==> src/rtl/tdc_frame_tx_if.sv <==
// Capture-side and serial-side signals of the TDC frame transmitter.
// The master modport drives samples; the slave modport is the transmitter.
interface tdc_frame_tx_if;
   logic [7:0] tdc_i;
   logic       sample_i;
   logic       clear_ovf_i;
   logic       tx_o;
   logic       busy_o;
   logic       overflow_o;
   logic [2:0] fifo_level_o;

   modport master (
      output tdc_i, sample_i, clear_ovf_i,
      input  tx_o, busy_o, overflow_o, fifo_level_o
   );

   modport slave (
      input  tdc_i, sample_i, clear_ovf_i,
      output tx_o, busy_o, overflow_o, fifo_level_o
   );
endinterface

==> src/rtl/tdc_frame_tx.sv <==
// TDC readout: thermometer decode, small FIFO and UART-style serializer.
// Frame byte is {bubble, 3'b000, count}; serial bits go out LSB first.
module tdc_frame_tx #(
   parameter int TDC_WIDTH    = 8,
   parameter int FIFO_DEPTH   = 4,
   parameter int CLKS_PER_BIT = 16
) (
   input logic clk,
   input logic rst_n,
   tdc_frame_tx_if.slave bus
);
   localparam int AW = $clog2(FIFO_DEPTH);
   localparam int CW = $clog2(CLKS_PER_BIT);

   typedef enum logic [1:0] {IDLE, START, DATA, STOP} state_t;

   state_t                 state;
   logic [TDC_WIDTH-1:0]   cap_q;
   logic                   cap_v;
   logic [7:0]             mem [FIFO_DEPTH];
   logic [AW-1:0]          wr_ptr;
   logic [AW-1:0]          rd_ptr;
   logic [3:0]             level;
   logic [CW-1:0]          baud;
   logic [2:0]             bit_idx;
   logic [7:0]             shreg;
   logic                   tx_q;
   logic                   busy_q;
   logic                   ovf_q;

   logic [3:0] ones;
   logic [8:0] therm;
   logic       bubble;
   logic [7:0] frame_byte;
   logic       pop;
   logic       full;
   logic       push;
   logic       drop;
   logic       bit_end;

   always_comb begin
      ones = 4'd0;
      for (int i = 0; i < TDC_WIDTH; i++)
         ones = ones + {3'b000, cap_q[i]};
      therm      = (9'd1 << ones) - 9'd1;
      bubble     = (cap_q != therm[7:0]);
      frame_byte = {bubble, 3'b000, ones};
   end

   assign pop     = (state == IDLE) && (level != 4'd0);
   assign full    = (level == 4'(FIFO_DEPTH));
   // A pop in the same cycle frees the head slot, so a full FIFO still accepts.
   assign push    = cap_v && (!full || pop);
   assign drop    = cap_v && !push;
   assign bit_end = (baud == CW'(CLKS_PER_BIT - 1));

   always_ff @(posedge clk or negedge rst_n) begin
      if (!rst_n) begin
         cap_q <= '0;
         cap_v <= 1'b0;
      end else begin
         cap_v <= bus.sample_i;
         if (bus.sample_i)
            cap_q <= bus.tdc_i;
      end
   end

   always_ff @(posedge clk) begin
      if (push)
         mem[wr_ptr] <= frame_byte;
   end

   always_ff @(posedge clk or negedge rst_n) begin
      if (!rst_n) begin
         wr_ptr <= '0;
         rd_ptr <= '0;
         level  <= 4'd0;
         ovf_q  <= 1'b0;
      end else begin
         if (push)
            wr_ptr <= wr_ptr + 1'b1;
         if (pop)
            rd_ptr <= rd_ptr + 1'b1;
         if (push && !pop)
            level <= level + 4'd1;
         else if (pop && !push)
            level <= level - 4'd1;
         if (drop)
            ovf_q <= 1'b1;
         else if (bus.clear_ovf_i)
            ovf_q <= 1'b0;
      end
   end

   always_ff @(posedge clk or negedge rst_n) begin
      if (!rst_n) begin
         state   <= IDLE;
         baud    <= '0;
         bit_idx <= 3'd0;
         shreg   <= 8'd0;
         tx_q    <= 1'b1;
         busy_q  <= 1'b0;
      end else begin
         unique case (state)
            IDLE: begin
               tx_q <= 1'b1;
               if (pop) begin
                  shreg   <= mem[rd_ptr];
                  baud    <= '0;
                  bit_idx <= 3'd0;
                  tx_q    <= 1'b0;
                  busy_q  <= 1'b1;
                  state   <= START;
               end
            end
            START: begin
               baud <= baud + 1'b1;
               if (bit_end) begin
                  baud  <= '0;
                  tx_q  <= shreg[0];
                  state <= DATA;
               end
            end
            DATA: begin
               baud <= baud + 1'b1;
               if (bit_end) begin
                  baud <= '0;
                  if (bit_idx == 3'd7) begin
                     tx_q  <= 1'b1;
                     state <= STOP;
                  end else begin
                     bit_idx <= bit_idx + 3'd1;
                     shreg   <= shreg >> 1;
                     tx_q    <= shreg[1];
                  end
               end
            end
            STOP: begin
               baud <= baud + 1'b1;
               if (bit_end) begin
                  baud   <= '0;
                  busy_q <= 1'b0;
                  state  <= IDLE;
               end
            end
            default: state <= IDLE;
         endcase
      end
   end

   assign bus.tx_o         = tx_q;
   assign bus.busy_o       = busy_q;
   assign bus.overflow_o   = ovf_q;
   assign bus.fifo_level_o = level[2:0];
endmodule

==> src/flat_wrapper.sv <==
// flat-port wrapper written by rule: the top's interface ports become plain ports
module tdc_frame_tx_flat 
#(
   parameter int TDC_WIDTH    = 8,
   parameter int FIFO_DEPTH   = 4,
   parameter int CLKS_PER_BIT = 16
)
  (clk, rst_n, bus_tdc_i, bus_sample_i, bus_clear_ovf_i, bus_tx_o, bus_busy_o, bus_overflow_o, bus_fifo_level_o);
  tdc_frame_tx_if bus_i ();
  input logic clk;
  input logic rst_n;
  input wire logic [$bits(bus_i.tdc_i)-1:0] bus_tdc_i;
  input wire logic [$bits(bus_i.sample_i)-1:0] bus_sample_i;
  input wire logic [$bits(bus_i.clear_ovf_i)-1:0] bus_clear_ovf_i;
  output wire logic [$bits(bus_i.tx_o)-1:0] bus_tx_o;
  output wire logic [$bits(bus_i.busy_o)-1:0] bus_busy_o;
  output wire logic [$bits(bus_i.overflow_o)-1:0] bus_overflow_o;
  output wire logic [$bits(bus_i.fifo_level_o)-1:0] bus_fifo_level_o;
  assign bus_i.tdc_i = bus_tdc_i;
  assign bus_i.sample_i = bus_sample_i;
  assign bus_i.clear_ovf_i = bus_clear_ovf_i;
  assign bus_tx_o = bus_i.tx_o;
  assign bus_busy_o = bus_i.busy_o;
  assign bus_overflow_o = bus_i.overflow_o;
  assign bus_fifo_level_o = bus_i.fifo_level_o;
  tdc_frame_tx #(.TDC_WIDTH(TDC_WIDTH), .FIFO_DEPTH(FIFO_DEPTH), .CLKS_PER_BIT(CLKS_PER_BIT)) u_core (.clk(clk), .rst_n(rst_n), .bus(bus_i));
endmodule
==> config.mk <==
export PLATFORM = sky130hd
export DESIGN_NAME = tdc_frame_tx_flat
export DESIGN_NICKNAME = d
export VERILOG_FILES = /design/src/rtl/tdc_frame_tx_if.sv /design/src/rtl/tdc_frame_tx.sv /design/src/flat_wrapper.sv
export SDC_FILE = /design/constraint.sdc
export NUM_CORES = 1
export LEC_CHECK = 0
export ABC_CLOCK_PERIOD_IN_PS = 6100
export BUFFER_PORTS_ARGS = -buffer_cell sky130_fd_sc_hd__clkbuf_2
export CAP_MARGIN = 20
export CORE_AREA = 2 2 90 92
export DETAILED_ROUTE_END_ITERATION = 16
export DIE_AREA = 0 0 92 94
export SLEW_MARGIN = 20
export SYNTH_ARGS = -nofsm -noshare
export SYNTH_HDL_FRONTEND = slang
export SYNTH_SLANG_ARGS = --single-unit
==> constraint.sdc <==
create_clock -name clk -period 6.1 [get_ports clk]
set_clock_uncertainty 0.15 [all_clocks]
set_input_delay 0.305 -clock clk [delete_from_list [all_inputs] [get_ports clk]]
set_output_delay 0.305 -clock clk [all_outputs]
set_load 0.05 [all_outputs]
; ---- Word level (Yosys, flattened, before mapping)
; Memories as Yosys holds them, arrays and structs flattened.
; Index checks and enable logic that the tools add are counted.
[word_totals]
out_inout_bits = 6
ff_bits = 37
n_memories = 1
word_cells = 93
ramBits = 20
inputBits = 12
[op_classes]
eq_ne = 13
shift = 1
mux = 31
add_sub_neg = 14
reduce_logical = 21
[memory_table]
columns = memory, words, width, rd, rd_ports_with_merged_regs, write_ports, line
row1 = u_core.mem, 4, 5, 1, 0, 1, tdc_frame_tx.sv:20  ; logic [7:0] mem [FIFO_DEPTH];
[ops]
columns = op, count
row1 = $add 4x1->4, 6
row2 = $mux 8, 3
row3 = $mux 4, 4
row4 = $pmux 8 s2, 1
row5 = $mux 1, 10
row6 = $mux 2, 5
row7 = $ne 2x1->1 const B, 5
row8 = $mux 3, 3
row9 = $add 4x1->4 const B, 2
row10 = $ne 8x8->1, 1
row11 = $pmux 2 s4, 1
row12 = $pmux 4 s2, 1
row13 = $reduce_bool 2->1, 4
row14 = $shl 1x4->8 const A, 1
row15 = $sub 8x1->8 const B, 1
row16 = $pmux 3 s2, 1
row17 = $reduce_and 3->1, 2
row18 = $logic_and 1x1->1, 5
row19 = $reduce_and 5->1, 1
row20 = $add 2x1->2 const B, 2
row21 = $eq 2x2->1 const B, 2
row22 = $eq 4x3->1 const B, 1
row23 = $eq 4x4->1 const B, 1
row24 = $reduce_and 4->1, 1
row25 = 14 further kinds, 16

; ---- Longest topological paths before layout
; Gate-level depths: netlist of the first run.
[depth]
ltp_word = 10
mapped_depth = 17
depth_no_buf = 17

; ---- Worst setup path before layout of the first run
; OpenSTA, ideal clock, no wires.
[synth_path]
kind = flip-flop to flip-flop
start = register u_core.cap_q[1]
end = memory u_core.mem[0][4] (netlist bit), data pin
setup_slack_ns = 1.569
setup_ns = 0.287
t_required_ns = 5.663
n_path_buf = 0
arrival_ns = 4.094
stages_incl_launch_ff = 17
period_less_slack_ns = 4.531
cell_sequence = dfrtp_1 ha_1 inv_1 fa_1 fa_1 fa_1 fa_1 xor2_2 nand2_1 or3_1 ha_1 inv_1 nor3_1 a211oi_1 o41ai_1 xnor2_1 nand4_1
[synth_via]
elab_chain_len = 10
[synth_rtl]
columns = item, line
row1 = start: declaration, tdc_frame_tx.sv:18  ; logic [TDC_WIDTH-1:0] cap_q;
row2 = start signal: assignment, tdc_frame_tx.sv:64  ; cap_q <= bus.tdc_i;
row3 = $add 1x1->2, tdc_frame_tx.sv:44  ; ones = ones + {3'b000, cap_q[i]};
row4 = $add 4x1->4 (6 in series), tdc_frame_tx.sv:44
row5 = $shl 1x4->8, tdc_frame_tx.sv:45  ; therm = (9'd1 << ones) - 9'd1;
row6 = $sub 8x1->8, tdc_frame_tx.sv:45
row7 = $ne 8x8->1 *, tdc_frame_tx.sv:46  ; bubble = (cap_q != therm[7:0]);
row8 = named net u_core.bubble, tdc_frame_tx.sv:33  ; logic bubble;
row9 = end: declaration, tdc_frame_tx.sv:20
; Mark *: on every way through the listed nets, which the timed path passes. The rest lies on a longest branch.

; ---- Worst setup path in the final report of the first run
[layout_path]
start = register u_core.cap_q[1]
end = memory u_core.mem[1][4] (netlist bit), data pin
; Same word-level chain as after synthesis.

==> flow_summary.ini, run 1 <==
[status]
status = finished clean

[detailed_routing]
drc_errors = 0
drt_wl_total_um = 4930
dr.pass1.iters = 4
vias = 1844
drt_iter0_markers = 74
wl_per_cell_um = 12.9
ant_nets = 0
via_per_inst = 4.81

[clock_network]
htree_levels = 3
cts-buffers-inserted = 9
clk_path_buf_depth = 2
clk_latency_ns = 0.33
cts_setup_buffers = 0
cts_sinks = 57
clock-root-buffer = clkbuf_8
clk_pin_slew_ns = 0.06
cts_tree = yes

[worst_setup_path]
path_max_fanout = 6
cp_cell_sequence = ha_1 -> inv_1 -> fa_1 -> fa_1 -> fa_1 -> fa_1 -> xor2_2 -> nand2_1 -> or3_1 -> ha_1 -> inv_1 -> nor3_1 -> a211oi_1 -> o41ai_1 -> xnor2_1 -> nand4_1
worst_ep_arrival_time_ns = 4.78
crit_type = flop to flop
regToRegStartpoint = u_core.cap_q[1]$_DFFE_PN0P_
crit_required_ns = 5.98
crit_path_start = u_core.cap_q[1]$_DFFE_PN0P_
crit_top_cell = fa_1
critPathMaxStageDelay_ns = 0.49
cp-start-kind = flop
ff2ff_path_depth = 16
cp-end-kind = flop
crit_slowest_cell = fa_1

[timing]
maxSlewHeadroom_pct = 36.4
fin_crit_sh_pct = 80.3
worstMarginPinSlew_ns = 0.947
hold_violations = 0
grt_setup_unrepaired = no
worst_slack_ns = 1.20
max_freq_mhz = 204
setup_viol = 0
fin_setup_tns_ns = 0
period_needed_ns = 4.90
report.final.slew_viol_count = 0

[grt]
grt_pass1_vias = 1924
antenna_found_initial = 0
track_usage_pct = 13.2
grt_max_degree = 38
grt_pass1_wl_um = 8830
grt_overflow = 0

[yosys]
ys_seq_elements = 57
syn_inst = 257
syn_area_um2 = 2970
seq_area_frac_synth_pct = 51.5
ys_warn_count = 0
synth_fp_nets = 293
avgSynthCellArea_um2 = 11.5
synth_cell_type_count = 43

[worst_hold_path]
min-delay-start = bus_tdc_i[2]
worstHoldPathCells = 3
hold_class = input port to flop

[power]
leakage_uw = 0.00144
p_per_area_nw_per_um2 = 502
peakVddDrop_v = 0.000175

[place]
place_ws_ns = 1.26
place.detailed.hpwl_um = 3580
gp_congestion = 0.759
io_buffers = 17

[flow_run]
maxCapViolations = 0

[floorplan]
die_y_um = 94
pin_count = 18
rows = 32
core-area_um2 = 7610
initial_core_util_pct = 39.0
die_x_um = 92
die-area_um2 = 8650

[layout]
n_antenna_cell = 0
area_growth_pct = 11.9
drive_above_1_share_pct = 14.2
layout.nets = 312
metal layers:
layer | global-route usage (%) | up-vias | wire [um]
li1 | - | 938 | -
met1 | 15.3 | 873 | 2200
met2 | 22.9 | 26 | 2460
met3 | 5.06 | 7 | 189
met4 | 4.10 | 0 | 71
met5 | 0 | - | 0
area by class of cell:
type / instances / area (um^2)
tap: 102 / 128
multi-input combinational: 165 / 1290
inverter: 24 / 90.1
fill: 717 / 4290
sequential: 57 / 1530
clock buffer: 16 / 180
timing repair buffer: 19 / 105
kinds of logic after synthesis:
logic type / count (synthesis) / synth area share (%)
DFF: 57 / 51.5
adders and majority gates: 24 / 11.4
and+or+nand+nor: 64 / 10.4
xor gates and xnor gates: 14 / 4.38
buffers and inverters: 35 / 5.02
muxes: 14 / 6.96
AOI/OAI and AO/OA: 49 / 10.4
synth_stat cells (all sizes together):
cell type / instances / area [um^2]
or3: 2 / 12.5
o41ai: 1 / 8.76
xnor2: 10 / 87.6
nor2: 9 / 33.8
and2: 3 / 18.8
inv: 24 / 90.1
dfstp: 1 / 26.3
a22o: 5 / 43.8
nand2: 23 / 86.3
buf: 7 / 42.5
o21a: 1 / 7.51
nand3b: 1 / 7.51
nor2b: 2 / 12.5
o31ai: 4 / 30.0
mux2: 3 / 33.8
o21ai: 25 / 125
nor4: 3 / 18.8
xor2: 4 / 42.6
nor3: 5 / 25.0
a32o: 1 / 10.0
ha: 19 / 238
a21o: 2 / 15.0
fa: 5 / 100
edfxtp: 20 / 601
o21bai: 1 / 7.51
nand4: 2 / 12.5
and3: 6 / 37.5
a21oi: 5 / 25.0
nand2b: 3 / 18.8
dfrtp: 36 / 901
nand3: 5 / 25.0
o221ai: 1 / 8.76
a211oi: 2 / 20.0
o22ai: 1 / 6.26
mux4: 5 / 113
mux2i: 6 / 60.1
clkbuf: 4 / 16.3
path summary, 6_finish.rpt:
| check | slack (ns) | end |
|---|---|---|
| setup / recovery | 1.20 | u_core.mem[1][4]$_DFFE_PP_ |
| hold / removal | 0.03 | u_core.cap_q[2]$_DFFE_PN0P_ |
| setup reg to reg | 1.20 | u_core.mem[1][4]$_DFFE_PP_ |
| hold reg to reg | 0.34 | u_core.shreg[0]$_DFFE_PN0P_ |
| max in group asynchronous | 4.70 | u_core.bus.overflow_o$_DFFE_PN0P_ |
| min in group asynchronous | 0.50 | u_core.baud[3]$_DFFE_PN0P_ |
registers in the layout, indices dropped and copies added, names as in the netlist, 2 cells and up:
name,count
u_core.wr_ptr,2
u_core.cap_q,8
u_core.shreg,8
u_core.mem,20
u_core.state,2
u_core.level,4
u_core.baud,4
u_core.rd_ptr,2
u_core.bit_idx,3
critical path, delay by kind of cell, from the launching register on:
kind / cells / cell delay [ns]
and+or+nand+nor: 4 / 0.67
adders and majority gates: 6 / 2.34
DFF: 1 / 0.41
xor gates and xnor gates: 2 / 0.44
buffers and inverters: 2 / 0.19
AOI/OAI and AO/OA: 2 / 0.39
repair_timing:
item                      4_1_cts  5_1_grt
gates resized for setup         0        0
hold buffers                    2        0
hold endpoints to repair       29        0
power by group:
part / total, uW / leakage, uW / internal, uW / switching [uW]
logic: 742 / 0.000706 / 317 / 424
clock network: 315 / 0.0000910 / 182 / 134
registers: 611 / 0.000639 / 529 / 82.1
stage by stage:
stage / utilization [%] / std cells / hold slack (ns) / instance area [um^2] / power (uW)
3_3_place_gp: 41.0 / 365 / 0.318 / 3120 / 1350
6_report: 43.7 / 383 / 0.0289 / 3320 / 1670
4_1_cts: 43.7 / 383 / 0.00938 / 3320 / 1690
2_1_floorplan: - / 257 / -0.141 / 2970 / 1230
3_5_place_dp: 41.0 / 365 / 0.322 / 3120 / 1370
5_1_grt: 43.7 / 383 / 0.0298 / 3320 / 1820
cells in the final DEF, fill, tap and decap left out, drive strengths merged, types with 4 or more instances in the layout:
cell type  netlist  final
clkbuf           4     33
o21ai           25     25
ha              19     19
nor2             9      9
inv             24     24
a21oi            5      5
a22o             5      5
mux4             5      5
nand3            5      5
xor2             4      4
o31ai            4      4
dfrtp           36     36
xnor2           10     10
mux2i            6      6
nor3             5      5
nand2           23     23
edfxtp          20     20
and3             6      6
fa               5      5
Power figures use the tool's default switching activity.
==> run 2, diff against run 1 <==
- ABC_CLOCK_PERIOD_IN_PS: 6100 -> 4200
- clock period: 6.1 -> 4.2 ns (I/O delays scaled with it)
==> run 2 against run 1 <==
  * The flow now finishes with violations (negative setup slack)
  * Global-route usage grew 0.47 points
  * Worst hold slack gained 0.0043 ns
  * Sequential power grew 45%
  * Clock-buffer cell count shrank 3
  * Final cell count grew 4.4%
  * Core utilization grew 3.1 points
  * Routed wire length grew 5.0%
  * Clock power grew 63%
  * Sequential cell count is the same
  * Critical path depth is the same
  * Combinational power grew 62%
  * Non-clock buffer count grew 17
==> flow_summary.ini, run 2 (synthesized netlist as in run 1, its figures left out) <==
[worst_setup_path]
critPathBufInv = 2
cp-end-kind = flop
worst_ep_arrival_time_ns = 4.30
regToRegStartpoint = u_core.cap_q[0]$_DFFE_PN0P_
cp-start-kind = flop
critPathMaxStageDelay_ns = 0.50
crit_slowest_cell = fa_1
cp.depth = 16
cp_top_family = adder cells
cp_cell_sequence = ha_1 -> inv_1 -> fa_1 -> fa_1 -> fa_2 -> fa_2 -> xor2_2 -> nand2_1 -> or3_4 -> ha_4 -> inv_4 -> nor3_2 -> a211oi_2 -> o41ai_1 -> xnor2_1 -> nand4_1
ff2ff_path_depth = 16
crit_type = flop to flop
crit_required_ns = 4.08
r2r-end = u_core.mem[1][4]$_DFFE_PP_
path_max_fanout = 5
rrSetupSlack_ns = -0.21

[floorplan]
core-area_um2 = 7610
rows = 32
die-area_um2 = 8650
die_y_um = 94
initial_core_util_pct = 39.0
die_x_um = 92
pin_count = 18

[clock_network]
htree_levels = 3
clock-root-buffer = clkbuf_8
clk_latency_ns = 0.33
cts_sinks = 57
cts-buffers-inserted = 9
clk_path_buf_depth = 2
cts_tree = yes
clk_pin_slew_ns = 0.06

[grt]
track_usage_pct = 13.7
grt_max_degree = 38
grt_pass1_wl_um = 9070
grt_overflow = 0
grt_pass1_vias = 1888
antenna_found_initial = 0

[status]
violations = negative setup slack
status = finished, violations left

[power]
p_per_area_nw_per_um2 = 733
leakage_uw = 0.00154
peakVddDrop_v = 0.000307

[worst_hold_path]
min-delay-start = bus_sample_i
min_to = u_core.cap_v$_DFF_PN0_
worstHoldPathCells = 1
hold_class = input port to flop

[layout]
area_growth_pct = 19.8
final-seq-area_um2 = 1530
n_antenna_cell = 0
final_common_cell = dfrtp_1
layout_common_cells = dfrtp_1, o21ai_0, inv_1, nand2_1, edfxtp_1
drive_above_1_share_pct = 20.1
reg_top3 = u_core.mem x20, u_core.cap_q x8, u_core.shreg x8
multi_input_area_um2 = 1340
largest_reg_flops = 20
fillers = 707
top_register = u_core.mem
layout.nets = 329

[place]
place.detailed.hpwl_um = 3610
gp_congestion = 0.741
io_buffers = 17

[detailed_routing]
drt_iter0_markers = 69
drc_errors = 0
dr.pass1.iters = 4
ant_nets = 0
drt_wl_total_um = 5170
wl_per_cell_um = 12.9
vias = 1931
via_per_inst = 4.83

[timing]
report.final.slew_viol_count = 0
hold_violations = 0
maxSlewHeadroom_pct = 42.5
hold_ws_ns = 0.0332
period_needed_ns = 4.41
grt_setup_unrepaired = yes
max_freq_mhz = 227
worstMarginPinSlew_ns = 0.857
fin_crit_sh_pct = 105
setup_viol = 4
fin_setup_tns_ns = -0.848
worst_slack_ns = -0.214

[flow_run]
maxCapViolations = 0
-- run 2: worst reg2reg max path, delay by kind of cell (launching register included) --
kind / cells / cell delay [ns]
adders and majority gates: 6 / 2.16
and+or+nand+nor: 4 / 0.65
DFF: 1 / 0.38
AOI/OAI and AO/OA: 2 / 0.36
xor gates and xnor gates: 2 / 0.30
buffers and inverters: 2 / 0.11
-- run 2: final cells by class --
cell class	count	area share [%]
Timing Repair Buffer	36	7.67
Multi-Input combinational cell	165	37.6
Tap cell	102	3.59
Sequential cell	57	43.0
Clock inverter	3	1.13
Inverter	24	2.60
Clock buffer	13	4.47
-- run 2: power breakdown --
| group | internal, uW | switching (uW) |
|---|---|---|
| combinational | 550 | 655 |
| sequential | 769 | 120 |
| clock | 305 | 209 |
| total | 1620 | 983 |
-- run 2: worst max-delay path by stage --
stage / from / to
2_1_floorplan: u_core.cap_q[1]$_DFFE_PN0P_ / u_core.mem[0][4]$_DFFE_PP_
3_3_place_gp: u_core.cap_q[0]$_DFFE_PN0P_ / u_core.mem[0][4]$_DFFE_PP_
3_5_place_dp: u_core.cap_q[1]$_DFFE_PN0P_ / u_core.mem[0][4]$_DFFE_PP_
4_1_cts: u_core.cap_q[1]$_DFFE_PN0P_ / u_core.mem[1][4]$_DFFE_PP_
5_1_grt: u_core.cap_q[0]$_DFFE_PN0P_ / u_core.mem[0][4]$_DFFE_PP_
6_report: u_core.cap_q[0]$_DFFE_PN0P_ / u_core.mem[1][4]$_DFFE_PP_
-- run 2: what timing repair did --
action / in CTS / in global routing
gates resized for setup: 5 / 2
endpoints found under the setup margin: 4 / 4
hold buffers: 10 / 0
setup buffers: 0 / 1
hold endpoints to repair: 45 / 0
pin swaps: 0 / 1
-- run 2: metrics by stage --
stage,instance area (um^2),instances,utilization [%],total power [uW],setup slack [ns]
2_1_floorplan,2990,257,-,1820,-0.124
3_3_place_gp,3180,372,41.8,2000,-0.0689
3_5_place_dp,3180,372,41.8,2030,-0.225
4_1_cts,3510,398,46.1,2600,-0.187
5_1_grt,3560,400,46.7,2830,-0.433
6_report,3560,400,46.7,2610,-0.214
-- run 2: layer usage --
metal  vias up  track usage [%]  wire [um]
met5         -                0          0
li1        971                -          -
met4         0             5.60        108
met1       915             16.0       2240
met3        12             5.06        203
met2        33             23.0       2620
==> run 3, diff against run 2 <==
- ABC_CLOCK_PERIOD_IN_PS: 4200 -> 4800
- SLEW_MARGIN: 20 -> 10
- clock period: 4.2 -> 4.8 ns (I/O delays scaled with it)
==> run 3 against run 2 <==
  * The flow now finishes without violations
  * Critical path depth did not move
  * Routed wire length down 0.12%
  * Design area shrank 3.2%
  * Via count decreased by 1.0%
  * Die area stayed put
  * Sequential cell count unchanged
  * Total power shrank 17%
  * Critical path type unchanged
==> flow_summary.ini, run 3 (synthesized netlist as in run 1, its figures left out) <==
[status]
status = finished clean

[grt]
grt_overflow = 0
grt_pass1_vias = 1942
track_usage_pct = 13.5
antenna_found_initial = 0
grt_max_degree = 38
grt_pass1_wl_um = 8940

[timing]
grt_setup_unrepaired = no
worst_slack_ns = 0.241
setup_viol = 0
maxSlewHeadroom_pct = 38.2
fin_crit_sh_pct = 95.0
report.final.slew_viol_count = 0
max_freq_mhz = 219
period_needed_ns = 4.56
hold_violations = 0
worstMarginPinSlew_ns = 0.921

[clock_network]
clk_path_buf_depth = 2
htree_levels = 3
clock-root-buffer = clkbuf_8
cts_tree = yes
clk_pin_slew_ns = 0.06
cts-buffers-inserted = 9
clk_latency_ns = 0.34
cts_sinks = 57

[layout]
final_cell_count_no_fill = 394
fin_area_um2 = 3440
drive_above_1_share_pct = 16.4
area_growth_pct = 16.0
layout.nets = 323
n_antenna_cell = 0
fillers = 718
layout_common_cells = dfrtp_1, o21ai_0, inv_1, nand2_1, edfxtp_1
largest_reg_flops = 20
fin_util_pct = 45.3
top_register = u_core.mem
final_common_cell = dfrtp_1
reg_top3 = u_core.mem x20, u_core.cap_q x8, u_core.shreg x8

[power]
p_switching_uw = 843
p_int_uw = 1320
sw_frac_of_total_pct = 39.1
power_uw = 2160
p_per_area_nw_per_um2 = 627
leakage_uw = 0.00149
clock_power_share_pct = 18.4
power_frac_seq_pct = 36.0
peakVddDrop_v = 0.000262
power_frac_comb_pct = 45.6

[detailed_routing]
dr.pass1.iters = 5
vias = 1911
drt_iter0_markers = 101
wl_per_cell_um = 13.1
via_per_inst = 4.85
drt_wl_total_um = 5170
drc_errors = 0
ant_nets = 0

[worst_setup_path]
cp_top_family = adder cells
cp_cell_sequence = ha_1 -> inv_1 -> fa_1 -> fa_1 -> fa_1 -> fa_2 -> xor2_2 -> nand2_1 -> or3_1 -> ha_2 -> inv_2 -> nor3_1 -> a211oi_1 -> o41ai_1 -> xnor2_1 -> nand4_1
worst_ep_arrival_time_ns = 4.45
ff2ff_path_depth = 16
cp-end-kind = flop
crit_required_ns = 4.69
crit_top_cell = fa_1
critPathMaxStageDelay_ns = 0.49
cp.depth = 16
cp-start-kind = flop
crit_slowest_cell = fa_1
path_max_fanout = 5
rrSetupSlack_ns = 0.24
crit_type = flop to flop
critPathBufInv = 2

[flow_run]
maxCapViolations = 0

[worst_hold_path]
hold_class = input port to flop
worstHoldPathCells = 1

[place]
place_inst = 366
place.detailed.hpwl_um = 3570
io_buffers = 17
gp_congestion = 0.759
place_ws_ns = -0.102
place_area_um2 = 3130

[floorplan]
die_x_um = 92
pin_count = 18
initial_core_util_pct = 39.0
rows = 32
die_y_um = 94
die-area_um2 = 8650
core-area_um2 = 7610
## run 3: final timing paths
path                                        startpoint                     endpoint
setup / recovery           u_core.cap_q[1]$_DFFE_PN0P_   u_core.mem[0][4]$_DFFE_PP_
hold / removal                            bus_sample_i       u_core.cap_v$_DFF_PN0_
setup reg to reg           u_core.cap_q[1]$_DFFE_PN0P_   u_core.mem[0][4]$_DFFE_PP_
hold reg to reg            u_core.shreg[0]$_DFFE_PN0P_  u_core.shreg[0]$_DFFE_PN0P_
max in group asynchronous                        rst_n  u_core.cap_q[4]$_DFFE_PN0P_
min in group asynchronous                        rst_n  u_core.state[0]$_DFFE_PN0P_
## run 3: stage by stage
stage	setup TNS, ns	hold WS (ns)
floorplan	0	-0.206
global placement	0	0.288
detailed placement	-0.407	0.290
CTS	0	0.0376
global route	0	0.0730
finish	0	0.0595
## run 3: layout make-up
type                    count  area (um^2)  area share, %
clock buffers              13          159           4.61
clock inverters             3         15.0          0.436
inverters                  24         90.1           2.62
multi-input cells         165         1300           37.6
flip-flops and latches     57         1530           44.4
well taps                 102          128           3.71
repair buffers             30          228           6.61
## run 3: power groups by stage
stage	Sequential, uW	Combinational, uW	Clock, uW
floorplan	763	805	0
global placement	785	936	0
detailed placement	788	965	0
CTS	780	980	412
global route	799	1120	434
finish	777	985	397
## run 3: repair_timing
item	4_1_cts	5_1_grt
buffers inserted	1	0
hold buffers	10	0
hold endpoints to repair	45	0
resized for setup	0	3
setup endpoints to repair	4	4
pin swaps	1	1
## run 3: routing by layer
metal  GRT usage, %  routed length [um]
met3           5.06                 201
met1           15.4                2290
met4           4.48                  68
met2           23.3                2600
met5              0                   0
